--- src/rtl/s2p_pkg.sv ---
// Shared constants and types for the MSDAP serial-to-parallel receiver.
// S2P_ZERO_DETECT_EN (see s2p_chan) enables the per-channel zero-run detectors.
package s2p_pkg;
  localparam int DATA_W   = 16;
  localparam int ZERO_RUN = 800;
  localparam int CNT_W    = $clog2(DATA_W);

  typedef enum logic {
    IDLE  = 1'b0,
    SHIFT = 1'b1
  } state_e;
endpackage

--- src/rtl/s2p_if.sv ---
// Serial input / parallel output bundle of the receiver; slave = receiver, master = environment.
interface s2p_if;
  import s2p_pkg::*;

  logic              EN;
  logic              FRAME;
  logic              DATAIN_L;
  logic              DATAIN_R;
  logic [DATA_W-1:0] PDATA_L;
  logic [DATA_W-1:0] PDATA_R;
  logic              InReady;
  logic              InAck;
  logic              FrameErr;
  logic              Overrun;
  logic              ZeroDet_L;
  logic              ZeroDet_R;

  modport slave (
    input  EN, FRAME, DATAIN_L, DATAIN_R, InAck,
    output PDATA_L, PDATA_R, InReady, FrameErr, Overrun, ZeroDet_L, ZeroDet_R
  );

  modport master (
    output EN, FRAME, DATAIN_L, DATAIN_R, InAck,
    input  PDATA_L, PDATA_R, InReady, FrameErr, Overrun, ZeroDet_L, ZeroDet_R
  );
endinterface

--- src/rtl/s2p_chan.sv ---
// One serial channel: MSB-first shift register plus, with S2P_ZERO_DETECT_EN, a
// saturating count of consecutive all-zero completed words.
module s2p_chan
  import s2p_pkg::*;
#(
  parameter int W    = DATA_W,
  parameter int ZRUN = ZERO_RUN
) (
  input  logic         clk_i,
  input  logic         rst_i,
  input  logic         load_i,
  input  logic         shift_i,
  input  logic         done_i,
  input  logic         din_i,
  output logic [W-1:0] word_o,
  output logic         zdet_o
);

  logic [W-1:0] sr_q, sr_d;

  always_comb begin
    sr_d = sr_q;
    if (load_i) begin
      sr_d = {{(W-1){1'b0}}, din_i};
    end else if (shift_i) begin
      sr_d = {sr_q[W-2:0], din_i};
    end
  end

  // The completed word includes the bit being sampled on the completion edge.
  assign word_o = {sr_q[W-2:0], din_i};

  always_ff @(posedge clk_i or posedge rst_i) begin
    if (rst_i) begin
      sr_q <= '0;
    end else begin
      sr_q <= sr_d;
    end
  end

`ifdef S2P_ZERO_DETECT_EN
  localparam int ZC_W = $clog2(ZRUN + 1);

  logic [ZC_W-1:0] zc_q, zc_d;

  always_comb begin
    zc_d = zc_q;
    if (done_i) begin
      if (word_o != '0) begin
        zc_d = '0;
      end else if (zc_q < ZC_W'(ZRUN)) begin
        zc_d = zc_q + 1'b1;
      end
    end
  end

  always_ff @(posedge clk_i or posedge rst_i) begin
    if (rst_i) begin
      zc_q <= '0;
    end else begin
      zc_q <= zc_d;
    end
  end

  assign zdet_o = (zc_q >= ZC_W'(ZRUN));
`else
  logic unused_done;
  assign unused_done = done_i;
  assign zdet_o      = 1'b0;
`endif

endmodule

--- src/rtl/s2p_rx.sv ---
// MSDAP serial-to-parallel receiver: framed MSB-first L/R words into a one-deep
// valid/ack holding register. Optional zero-run detect via S2P_ZERO_DETECT_EN.
module s2p_rx
  import s2p_pkg::*;
(
  input logic  SCLK,
  input logic  CLR,
  s2p_if.slave bus
);

  state_e            state_q, state_d;
  logic [CNT_W-1:0]  cnt_q, cnt_d;
  logic              frame_prev_q, frame_prev_d;
  logic              rdy_q, rdy_d;
  logic              ferr_q, ferr_d;
  logic              ovr_q, ovr_d;
  logic [DATA_W-1:0] pdl_q, pdl_d;
  logic [DATA_W-1:0] pdr_q, pdr_d;

  logic              rise;
  logic              load, shift, done;
  logic [DATA_W-1:0] word_l, word_r;
  logic              zdet_l, zdet_r;

  assign rise = bus.EN & bus.FRAME & ~frame_prev_q;

  always_comb begin
    state_d      = state_q;
    cnt_d        = cnt_q;
    frame_prev_d = frame_prev_q;
    ferr_d       = ferr_q;
    load         = 1'b0;
    shift        = 1'b0;
    done         = 1'b0;
    if (bus.EN) begin
      frame_prev_d = bus.FRAME;
      unique case (state_q)
        IDLE: begin
          if (rise) begin
            load    = 1'b1;
            cnt_d   = CNT_W'(1);
            state_d = SHIFT;
          end
        end
        SHIFT: begin
          if (rise) begin
            // Resync: the current bit becomes the MSB of a fresh word.
            load   = 1'b1;
            cnt_d  = CNT_W'(1);
            ferr_d = 1'b1;
          end else begin
            shift = 1'b1;
            if (cnt_q == CNT_W'(DATA_W - 1)) begin
              done    = 1'b1;
              cnt_d   = '0;
              state_d = IDLE;
            end else begin
              cnt_d = cnt_q + 1'b1;
            end
          end
        end
        default: state_d = IDLE;
      endcase
    end
  end

  always_comb begin
    rdy_d = rdy_q;
    ovr_d = ovr_q;
    pdl_d = pdl_q;
    pdr_d = pdr_q;
    if (done) begin
      if (!rdy_q || bus.InAck) begin
        pdl_d = word_l;
        pdr_d = word_r;
        rdy_d = 1'b1;
      end else begin
        ovr_d = 1'b1;
      end
    end else if (rdy_q && bus.InAck) begin
      rdy_d = 1'b0;
    end
  end

  always_ff @(posedge SCLK or posedge CLR) begin
    if (CLR) begin
      state_q      <= IDLE;
      cnt_q        <= '0;
      frame_prev_q <= 1'b0;
      rdy_q        <= 1'b0;
      ferr_q       <= 1'b0;
      ovr_q        <= 1'b0;
      pdl_q        <= '0;
      pdr_q        <= '0;
    end else begin
      state_q      <= state_d;
      cnt_q        <= cnt_d;
      frame_prev_q <= frame_prev_d;
      rdy_q        <= rdy_d;
      ferr_q       <= ferr_d;
      ovr_q        <= ovr_d;
      pdl_q        <= pdl_d;
      pdr_q        <= pdr_d;
    end
  end

  s2p_chan u_chan_l (
    .clk_i   (SCLK),
    .rst_i   (CLR),
    .load_i  (load),
    .shift_i (shift),
    .done_i  (done),
    .din_i   (bus.DATAIN_L),
    .word_o  (word_l),
    .zdet_o  (zdet_l)
  );

  s2p_chan u_chan_r (
    .clk_i   (SCLK),
    .rst_i   (CLR),
    .load_i  (load),
    .shift_i (shift),
    .done_i  (done),
    .din_i   (bus.DATAIN_R),
    .word_o  (word_r),
    .zdet_o  (zdet_r)
  );

  assign bus.PDATA_L   = pdl_q;
  assign bus.PDATA_R   = pdr_q;
  assign bus.InReady   = rdy_q;
  assign bus.FrameErr  = ferr_q;
  assign bus.Overrun   = ovr_q;
  assign bus.ZeroDet_L = zdet_l;
  assign bus.ZeroDet_R = zdet_r;

endmodule

--- src/flat_wrapper.sv ---
// flat-port wrapper written by rule: the top's interface ports become plain ports
module s2p_rx_flat import s2p_pkg::*;
  (SCLK, CLR, bus_EN, bus_FRAME, bus_DATAIN_L, bus_DATAIN_R, bus_InAck, bus_PDATA_L, bus_PDATA_R, bus_InReady, bus_FrameErr, bus_Overrun, bus_ZeroDet_L, bus_ZeroDet_R);
  s2p_if bus_i ();
  input logic SCLK;
  input logic CLR;
  input wire logic [$bits(bus_i.EN)-1:0] bus_EN;
  input wire logic [$bits(bus_i.FRAME)-1:0] bus_FRAME;
  input wire logic [$bits(bus_i.DATAIN_L)-1:0] bus_DATAIN_L;
  input wire logic [$bits(bus_i.DATAIN_R)-1:0] bus_DATAIN_R;
  input wire logic [$bits(bus_i.InAck)-1:0] bus_InAck;
  output wire logic [$bits(bus_i.PDATA_L)-1:0] bus_PDATA_L;
  output wire logic [$bits(bus_i.PDATA_R)-1:0] bus_PDATA_R;
  output wire logic [$bits(bus_i.InReady)-1:0] bus_InReady;
  output wire logic [$bits(bus_i.FrameErr)-1:0] bus_FrameErr;
  output wire logic [$bits(bus_i.Overrun)-1:0] bus_Overrun;
  output wire logic [$bits(bus_i.ZeroDet_L)-1:0] bus_ZeroDet_L;
  output wire logic [$bits(bus_i.ZeroDet_R)-1:0] bus_ZeroDet_R;
  assign bus_i.EN = bus_EN;
  assign bus_i.FRAME = bus_FRAME;
  assign bus_i.DATAIN_L = bus_DATAIN_L;
  assign bus_i.DATAIN_R = bus_DATAIN_R;
  assign bus_i.InAck = bus_InAck;
  assign bus_PDATA_L = bus_i.PDATA_L;
  assign bus_PDATA_R = bus_i.PDATA_R;
  assign bus_InReady = bus_i.InReady;
  assign bus_FrameErr = bus_i.FrameErr;
  assign bus_Overrun = bus_i.Overrun;
  assign bus_ZeroDet_L = bus_i.ZeroDet_L;
  assign bus_ZeroDet_R = bus_i.ZeroDet_R;
  s2p_rx u_core (.SCLK(SCLK), .CLR(CLR), .bus(bus_i));
endmodule
--- config.mk ---
export PLATFORM = sky130hd
export DESIGN_NAME = s2p_rx_flat
export DESIGN_NICKNAME = d
export VERILOG_FILES = /design/src/rtl/s2p_pkg.sv /design/src/rtl/s2p_if.sv /design/src/rtl/s2p_chan.sv /design/src/rtl/s2p_rx.sv /design/src/flat_wrapper.sv
export SDC_FILE = /design/constraint.sdc
export NUM_CORES = 1
export LEC_CHECK = 0
export BUFFER_PORTS_ARGS = -buffer_cell sky130_fd_sc_hd__buf_2
export CORE_MARGIN = 4
export CORE_UTILIZATION = 36
export DETAILED_ROUTE_END_ITERATION = 16
export GPL_TIMING_DRIVEN = 0
export PLACE_DENSITY = 0.61
export SYNTH_ARGS = -nofsm -noshare
export SYNTH_HDL_FRONTEND = slang
export SYNTH_SLANG_ARGS = --single-unit
export TNS_END_PERCENT = 50
--- constraint.sdc ---
create_clock -name SCLK -period 4.1 [get_ports SCLK]
set_clock_uncertainty 0.1 [all_clocks]
set_input_delay 0 -clock SCLK [delete_from_list [all_inputs] [get_ports SCLK]]
set_output_delay 0 -clock SCLK [all_outputs]
set_load 0.01 [all_outputs]
==> results.json, run 1 <==
{
  "status": "finished, final reports clean",
  "rsz0062_at_grt": "false",
  "avgSynthCellArea_sq_um": 11.9,
  "synth-main-ff-cell": "dfrtp_1",
  "crit_buf_inv": 1,
  "initial_core_util": 0.379,
  "seqPwrFrac": 0.493,
  "ant_nets": 0,
  "post_cts_buffers": 0,
  "crit_path_cell_trace": "ha_1 > nand3_1 > nor4_4 > buf_6 > mux2_2",
  "htreeDepth": 3,
  "rows": 31,
  "tritoncts": "yes",
  "routabilityCongestion": 0.820,
  "fin_setup_tns_ns": 0,
  "crit_path_end_kind": "flop",
  "diodes": 0,
  "r2r_slack_ns": 2.03,
  "slew_violations": 0,
  "drc": 0,
  "worst_ep_required_time_ns": 4.23,
  "fillerInstances": 704,
  "grt_pass1_vias": 1775,
  "p_per_area_nw_per_um2": 491,
  "pwr-share-clk": 0.396,
  "timing.fmax_mhz": 484,
  "clockBufferDepth": 2,
  "wl_per_cell_microns": 13.3,
  "sw_frac_of_total": 0.248,
  "fin_crit_ns": 2.07,
  "multi_input_area_sq_um": 940,
  "period_share": 0.504,
  "yosys.area.top_type_share": 0.633,
  "clock-root-buffer": "clkbuf_8",
  "antenna_found_initial": 0,
  "clk_pin_slew_ns": 0.07,
  "critPathKind": "flop to flop",
  "yosysWarningCount": 0,
  "ys_ff_latch": 71,
  "cp_top_family": "simple AND/OR/NAND/NOR gates",
  "max-slew-margin-rel": 0.431,
  "postSynthCellCount": 236,
  "grt.overflow.total": 0,
  "pwr-share-comb": 0.111,
  "slowest_delay_ns": 0.41,
  "synth_edf_count": 0,
  "wl_microns": 5340,
  "cts_buffers": 9,
  "fin_util": 0.467,
  "insertion_delay_ns": 0.34,
  "cp_max_fo": 10,
  "ir_worst_vdd_uv": 228,
  "design.die.area_sq_um": 9270,
  "hp-class": "primary input to asynchronous set/reset pin",
  "netlist_area_sq_um": 2810,
  "critical_path.startpoint_type": "flop",
  "power_switching_mw": 0.420,
  "hold_viol": 0,
  "grt_usage": 0.128,
  "p_leak_nw": 1.74,
  "die_h_microns": 96.3,
  "die_x_microns": 96.3,
  "seq_area_sq_um": 1780,
  "synth_cell_type_count": 26,
  "ys_seq_area_frac": 0.633,
  "internal_power_mw": 1.28,
  "worst_pin_slew_ns": 0.853,
  "slowest_stage": "dfrtp_1",
  "io_pins": 44,
  "synthArstFlopShare": 1.00,
  "drtIter0Drc": 91,
  "vias": 1918,
  "synth.most_common_cell": "dfrtp_1",
  "synth.area.top_cells": "dfrtp_1 63%, mux2_2 13%, nand2_1 8.0%, a21oi_1 5.3%, clkbuf_1 1.5%",
  "synth_area_leader_cell": "dfrtp_1",
  "setup_viol": 0,
  "io_buffers": 41,
  "core_sq_um": 7410,
  "area_delta_synth_final_pct": 23.2,
  "nNetsFinal": 304,
  "grt_max_degree": 72,
  "drive_gt1_frac": 0.329,
  "drt_pre_antenna_iters": 4,
  "viasPerCell": 4.80,
  "grt_pass1_wl_microns": 8890,
  "cp_data_arrival_time_ns": 2.20,
  "cts_sinks": 71,
  "dp_hpwl_microns": 3530,
  "ys_top_cells_by_count": "71 x dfrtp_1, 60 x nand2_1, 33 x mux2_2, 30 x a21oi_1, 11 x clkbuf_1",
  "maxCapViolations": 0
}
placed cells by master, fill, tap and decap left out, types with 7 or more instances in the layout:
| master | n |
|---|---|
| dfrtp_1 | 71 |
| nand2_1 | 60 |
| buf_2 | 41 |
| mux2_2 | 33 |
| a21oi_1 | 30 |
| clkbuf_1 | 11 |
| clkbuf_8 | 10 |
| dlygate4sd3_1 | 7 |
worst reg2reg max path, delay by kind of cell, from the launching register on:
family                   cells  cell delay (ns)
AND/OR/NAND/NOR              2             0.64
flip-flops                   1             0.41
multiplexers                 1             0.35
buffers and inverters        1             0.24
adder cells (fa/ha/maj)      1             0.21
layer usage:
metal | share of wire | track usage | up-vias
met5 | 0 | 0 | -
met1 | 0.48 | 0.178 | 938
met2 | 0.45 | 0.185 | 62
met3 | 0.062 | 0.0469 | 6
li1 | - | - | 912
met4 | 0.012 | 0.0456 | 0
cells by family (layout without fill, tap and decap cells):
| kind of cell | Yosys count | count (layout) | synth area share |
|---|---|---|---|
| AO/OA/AOI/OAI | 37 | 37 | 0.0713 |
| other | 1 | 2 | 0.00134 |
| buffers and inverters | 17 | 81 | 0.0334 |
| adder cells (fa/ha/maj) | 1 | 1 | 0.00446 |
| AND/OR/NAND/NOR | 73 | 73 | 0.113 |
| multiplexers | 35 | 35 | 0.140 |
| flip-flops | 71 | 71 | 0.633 |
| XOR/XNOR | 1 | 1 | 0.00312 |
path summary, 6_finish.rpt:
| kind | startpoint | to | cells after the start |
|---|---|---|---|
| worst min register to register | u_core.bus.FrameErr | u_core.bus.FrameErr | 1 |
| min in group SCLK | bus_DATAIN_L | u_core.bus.PDATA_L[0] | 3 |
| worst max-delay path | u_core.cnt_q[0] | u_core.bus.PDATA_L[1] | 5 |
| max in group asynchronous | CLR | u_core.frame_prev_q | 3 |
| worst max register to register | u_core.cnt_q[0] | u_core.bus.PDATA_L[1] | 5 |
| worst min-delay path | CLR | u_core.u_chan_l.sr_q[9] | 3 |
what timing repair did:
item	4_1_cts	5_1_grt
endpoints found under the hold margin	79	0
gates resized for setup	0	0
hold buffers	7	0
final cells by class:
type,count,share of cell area
multi-input combinational,149,0.272
sequential,71,0.514
inverter,1,0.00181
clock buffer,10,0.0398
clock inverter,6,0.0311
tap,99,0.0358
timing repair buffer,48,0.0796
buffer,16,0.0261
power by group through the flow:
stage | Clock [mW] | Sequential, mW | Combinational [mW]
finish | 0.673 | 0.835 | 0.188
global route | 0.728 | 0.845 | 0.217
CTS | 0.697 | 0.834 | 0.193
detailed placement | 0 | 0.847 | 0.186
global placement | 0 | 0.845 | 0.180
floorplan | 0 | 0.842 | 0.124
metrics by stage:
stage	power (mW)	area [sq um]	hold WS [ns]	setup slack (ns)	cells
final	1.70	3460	0.281	2.03	400
after global routing	1.79	3460	0.350	1.91	400
after CTS	1.72	3460	0.313	2.05	400
after detailed placement	1.03	3140	0.144	2.06	377
after global placement	1.03	3140	0.149	1.32	377
after floorplan	0.966	2810	0.0504	2.20	237
registers in the layout, summed over array words and instances (netlist names):
name and count:
u_core.state_q 1, u_core.bus.PDATA_L 16, u_core.cnt_q 4, u_core.bus.Overrun 1, u_core.bus.FrameErr 1, u_core.frame_prev_q 1
u_core.bus.InReady 1, u_core.bus.PDATA_R 16, u_core.u_chan_r.sr_q 15, u_core.u_chan_l.sr_q 15
No activity file was read; power rests on OpenSTA's default activity.
==> inputs of run 2 (changes only) <==
Clock period 4.1 ns to 2.05 ns, I/O delays scaled along.
==> run 2 against run 1 <==
Against the previous run:
- clock power rose by 100%
- worst setup slack got worse by 1.9 ns
- flip-flop and latch count did not move
- critical path type unchanged
- largest cell class unchanged
==> results.json, run 2 (synthesis gave the netlist of run 1 again) <==
{
  "wl_per_cell_microns": 13.3,
  "maxCapViolations": 0,
  "io_pins": 44,
  "slowest_stage": "dfrtp_1",
  "timing.fmax_mhz": 511,
  "fin_cells": 403,
  "power.total_mw": 3.41,
  "dp_hpwl_microns": 3530,
  "hold_viol": 0,
  "clock-root-buffer": "clkbuf_8",
  "r2r_slack_ns": 0.09,
  "ant_nets": 0,
  "nNetsFinal": 307,
  "grt_pass1_vias": 1782,
  "critical_path.startpoint_type": "flop",
  "tritoncts": "yes",
  "crit_path_end_kind": "flop",
  "drc": 0,
  "hp-class": "primary input to asynchronous set/reset pin",
  "mostFrequentLayoutCells": "71 x dfrtp_1, 60 x nand2_1, 41 x buf_2",
  "cp_data_arrival_time_ns": 2.08,
  "drt_pre_antenna_iters": 4,
  "diodes": 0,
  "fin_crit_ns": 1.96,
  "viasPerCell": 4.75,
  "period_share": 0.954,
  "die_h_microns": 96.3,
  "status": "finished, final reports clean",
  "cts_buffers": 9,
  "antenna_found_initial": 0,
  "grt.overflow.total": 0,
  "worst_ep_required_time_ns": 2.18,
  "crit_buf_inv": 2,
  "grt_usage": 0.128,
  "routabilityCongestion": 0.820,
  "die_x_microns": 96.3,
  "cts_sinks": 71,
  "rows": 31,
  "p_per_area_nw_per_um2": 978,
  "worst_pin_slew_ns": 0.851,
  "slowest_delay_ns": 0.39,
  "crit_path_cell_trace": "ha_1 > nand3_2 > nor4_4 > buf_4 > buf_6 > mux2_2",
  "insertion_delay_ns": 0.34,
  "area_delta_synth_final_pct": 24.2,
  "rsz0062_at_grt": "false",
  "p_leak_nw": 1.75,
  "critPathKind": "flop to flop",
  "initial_core_util": 0.379,
  "drtIter0Drc": 97,
  "core_sq_um": 7410,
  "grt_max_degree": 72,
  "drive_gt1_frac": 0.339,
  "vias": 1913,
  "grt_pass1_wl_microns": 8910,
  "htreeDepth": 3,
  "setup_viol": 0,
  "cp_max_fo": 10,
  "slew_violations": 0,
  "io_buffers": 41,
  "design.die.area_sq_um": 9270,
  "cp_top_family": "simple AND/OR/NAND/NOR gates",
  "max-slew-margin-rel": 0.433,
  "wl_microns": 5370,
  "clk_pin_slew_ns": 0.07,
  "ir_worst_vdd_uv": 455,
  "clockBufferDepth": 2,
  "layout_commonest_cell": "dfrtp_1",
  "placed_cells": 377
}
run 2: cell types whose count changed in the layout (fill, tap and decap cells not counted), sizes merged:
cell  before  now
buf       46   49
run 2: path summary, 6_finish.rpt:
kind	from	end	cells past startpoint
max in group asynchronous	CLR	u_core.frame_prev_q	3
setup reg to reg	u_core.cnt_q[1]	u_core.bus.PDATA_L[1]	6
min in group SCLK	bus_DATAIN_L	u_core.bus.PDATA_L[0]	3
hold reg to reg	u_core.bus.FrameErr	u_core.bus.FrameErr	1
hold / removal	CLR	u_core.bus.PDATA_L[10]	3
setup / recovery	u_core.cnt_q[1]	u_core.bus.PDATA_L[1]	6
run 2: worst reg2reg max path, cell delays in order, from the launching register on:
cell	delay, ns
dfrtp_1	0.39
ha_1	0.23
nand3_2	0.16
nor4_4	0.27
buf_4	0.17
buf_6	0.17
mux2_2	0.35
run 2: what timing repair did:
action,in CTS,in global routing
hold buffers,7,0
setup endpoints to repair,3,32
resized for setup,0,1
hold endpoints to repair,79,0
buffers inserted,2,1
pin swaps,1,0
run 2: layer usage:
layer,share of wire,global-route usage
met4,0.013,0.0456
met5,0,0
met2,0.45,0.185
met1,0.48,0.177
met3,0.055,0.0469
run 2: layout make-up:
| class | instances | area [sq um] |
|---|---|---|
| Buffer | 16 | 90.1 |
| Clock buffer | 10 | 138 |
| Clock inverter | 6 | 108 |
| Fill cell | 701 | 3920 |
| Inverter | 1 | 6.26 |
| Multi-Input combinational cell | 149 | 945 |
| Sequential cell | 71 | 1780 |
| Tap cell | 99 | 124 |
| Timing Repair Buffer | 51 | 298 |
run 2: stage by stage:
stage / setup slack, ns / setup TNS, ns / hold slack [ns] / utilization / area [sq um]
floorplan: 0.153 / 0 / 0.0504 / - / 2810
global placement: -0.729 / -51.42 / 0.149 / 0.424 / 3140
detailed placement: 0.0140 / 0 / 0.144 / 0.424 / 3140
CTS: 0.0132 / 0 / 0.313 / 0.469 / 3470
global route: 0.0175 / 0 / 0.350 / 0.470 / 3480
finish: 0.0947 / 0 / 0.280 / 0.470 / 3480
run 2: report_power, final:
group	total [mW]	internal (mW)	switching, mW
clock network	1.35	0.837	0.508
registers	1.67	1.55	0.122
logic	0.391	0.174	0.217
==> inputs of run 3 (changes only) <==
Settings changed: CORE_UTILIZATION 36 to 30, PLACE_DENSITY 0.61 to 0.54.
==> run 3 against run 2 <==
Against the previous run:
- critical path depth is the same
- hold slack gained 0.0074 ns
- power shrank 6.6%
- register-to-register slack gained 0.02 ns
- final cell count grew 3.0%
- critical path type unchanged
==> results.json, run 3 (synthesis gave the netlist of run 1 again) <==
{
  "area_delta_synth_final_pct": 23.0,
  "design.die.area_sq_um": 11000,
  "rr_endpoint": "u_core.bus.PDATA_R[2]",
  "multi_input_area_sq_um": 947,
  "grt_max_degree": 72,
  "viasPerCell": 4.56,
  "placedInstanceArea_sq_um": 3160,
  "fin_hold_ws_ns": 0.288,
  "routabilityCongestion": 0.752,
  "grt_usage": 0.115,
  "antenna_found_initial": 0,
  "tritoncts": "yes",
  "drive_gt1_frac": 0.342,
  "maxCapViolations": 0,
  "max-slew-margin-rel": 0.413,
  "cp_max_fo": 10,
  "final_cell_area_sq_um": 3450,
  "die_x_microns": 105,
  "period_share": 0.943,
  "clock-root-buffer": "clkbuf_8",
  "drt_pre_antenna_iters": 4,
  "clk_pin_slew_ns": 0.07,
  "r2r_slack_ns": 0.12,
  "dp_hpwl_microns": 3870,
  "slowest_stage": "dfrtp_1",
  "io_pins": 44,
  "initial_core_util": 0.307,
  "nNetsFinal": 307,
  "crit_buf_inv": 2,
  "cts_buffers": 9,
  "cts_sinks": 71,
  "timing.rr.start": "u_core.cnt_q[0]",
  "rows": 35,
  "wl_per_cell_microns": 14.0,
  "insertion_delay_ns": 0.34,
  "wl_microns": 5820,
  "clockBufferDepth": 2,
  "mostFrequentLayoutCells": "71 x dfrtp_1, 60 x nand2_1, 41 x buf_2",
  "timing.fmax_mhz": 517,
  "worst_ep_required_time_ns": 2.17,
  "setup_viol": 0,
  "p_per_area_nw_per_um2": 922,
  "p_leak_nw": 1.73,
  "grt_pass1_vias": 2055,
  "diodes": 0,
  "seq_area_sq_um": 1780,
  "crit_path_end_kind": "flop",
  "drtIter0Drc": 72,
  "die_h_microns": 105,
  "power.total_mw": 3.19,
  "ir_worst_vdd_uv": 270,
  "grt.overflow.total": 0,
  "slowest_delay_ns": 0.40,
  "drc": 0,
  "worstRegToRegCells": 6,
  "fin_setup_tns_ns": 0,
  "fin_crit_ns": 1.93,
  "core_sq_um": 9150,
  "slew_violations": 0,
  "vias": 1892,
  "crit_path_cell_trace": "ha_2 > nand3_2 > nor4_4 > buf_4 > buf_6 > mux2_2",
  "layout_commonest_cell": "dfrtp_1",
  "worst_pin_slew_ns": 0.881,
  "grt_pass1_wl_microns": 10100,
  "rsz0062_at_grt": "false",
  "cp_top_family": "flip-flops",
  "critPathKind": "flop to flop",
  "ant_nets": 0,
  "io_buffers": 41,
  "hp-class": "primary input to asynchronous set/reset pin",
  "htreeDepth": 3,
  "status": "finished, final reports clean",
  "path_depth": 6,
  "critical_path.startpoint_type": "flop",
  "hold_viol": 0,
  "fillerInstances": 910,
  "cp_data_arrival_time_ns": 2.06
}
==> run 3: changes by cell type in the layout (fill, tap and decap cells not counted) <==
| cell | previous run | this run |
|---|---|---|
| clkinvlp_4 | 1 | 0 |
| bufinv_16 | 3 | 1 |
| clkinv_4 | 0 | 2 |
| clkbuf_1 | 11 | 12 |
| buf_4 | 5 | 6 |
| dlygate4sd3_1 | 7 | 6 |
| ha_2 | 0 | 1 |
| ha_1 | 1 | 0 |
==> run 3: what timing repair did <==
item	in CTS	in global routing
gates cloned	0	0
buffers inserted	2	2
setup endpoints to repair	30	32
pin swaps	1	0
endpoints found under the hold margin	79	0
gates resized for setup	0	2
hold buffers	6	0
==> run 3: worst max-delay path by stage <==
stage	from	end	slack [ns]
2_1_floorplan	CLR	u_core.bus.FrameErr	0.15
3_3_place_gp	CLR	u_core.bus.FrameErr	-0.75
3_5_place_dp	u_core.cnt_q[0]	u_core.bus.PDATA_L[10]	-0.04
4_1_cts	u_core.cnt_q[0]	u_core.bus.PDATA_R[13]	0.02
5_1_grt	u_core.cnt_q[0]	u_core.bus.PDATA_R[11]	0.002
6_report	u_core.cnt_q[0]	u_core.bus.PDATA_R[2]	0.12
==> run 3: worst reg2reg max path, delay by kind of cell, from the launching register on <==
| kind | cells | cell delay (ns) |
|---|---|---|
| and+or+nand+nor | 2 | 0.39 |
| DFF | 1 | 0.40 |
| buffers and inverters | 2 | 0.35 |
| adders and majority gates | 1 | 0.22 |
| muxes | 1 | 0.35 |
==> run 3: final cells by class <==
cell class | count | area share
sequential | 71 | 0.514
multi-input combinational | 149 | 0.274
timing repair buffer | 51 | 0.0855
clock buffer | 11 | 0.0409
tap | 111 | 0.0402
buffer | 16 | 0.0261
clock inverter | 5 | 0.0167
inverter | 1 | 0.00181
==> run 3: report_power, final <==
group          leakage [nW]  total, mW  internal, mW  switching, mW
combinational         0.669      0.409         0.186          0.223
sequential            0.960       1.67          1.55          0.116
clock                 0.103       1.11         0.596          0.515
total                  1.73       3.19          2.33          0.854
==> run 3: per-layer routing <==
layer | wire (microns) | track usage | share of wire
met5 | 0 | 0 | 0
met4 | 128 | 0.0431 | 0.022
met3 | 368 | 0.0463 | 0.063
met2 | 2740 | 0.176 | 0.47
met1 | 2590 | 0.146 | 0.44
==> run 3: metrics by stage <==
stage,util,cells,setup WS [ns]
finish,0.377,415,0.117
global route,0.377,415,0.00168
CTS,0.375,413,0.0152
detailed placement,0.345,389,-0.0359
global placement,0.345,389,-0.746
floorplan,-,237,0.153
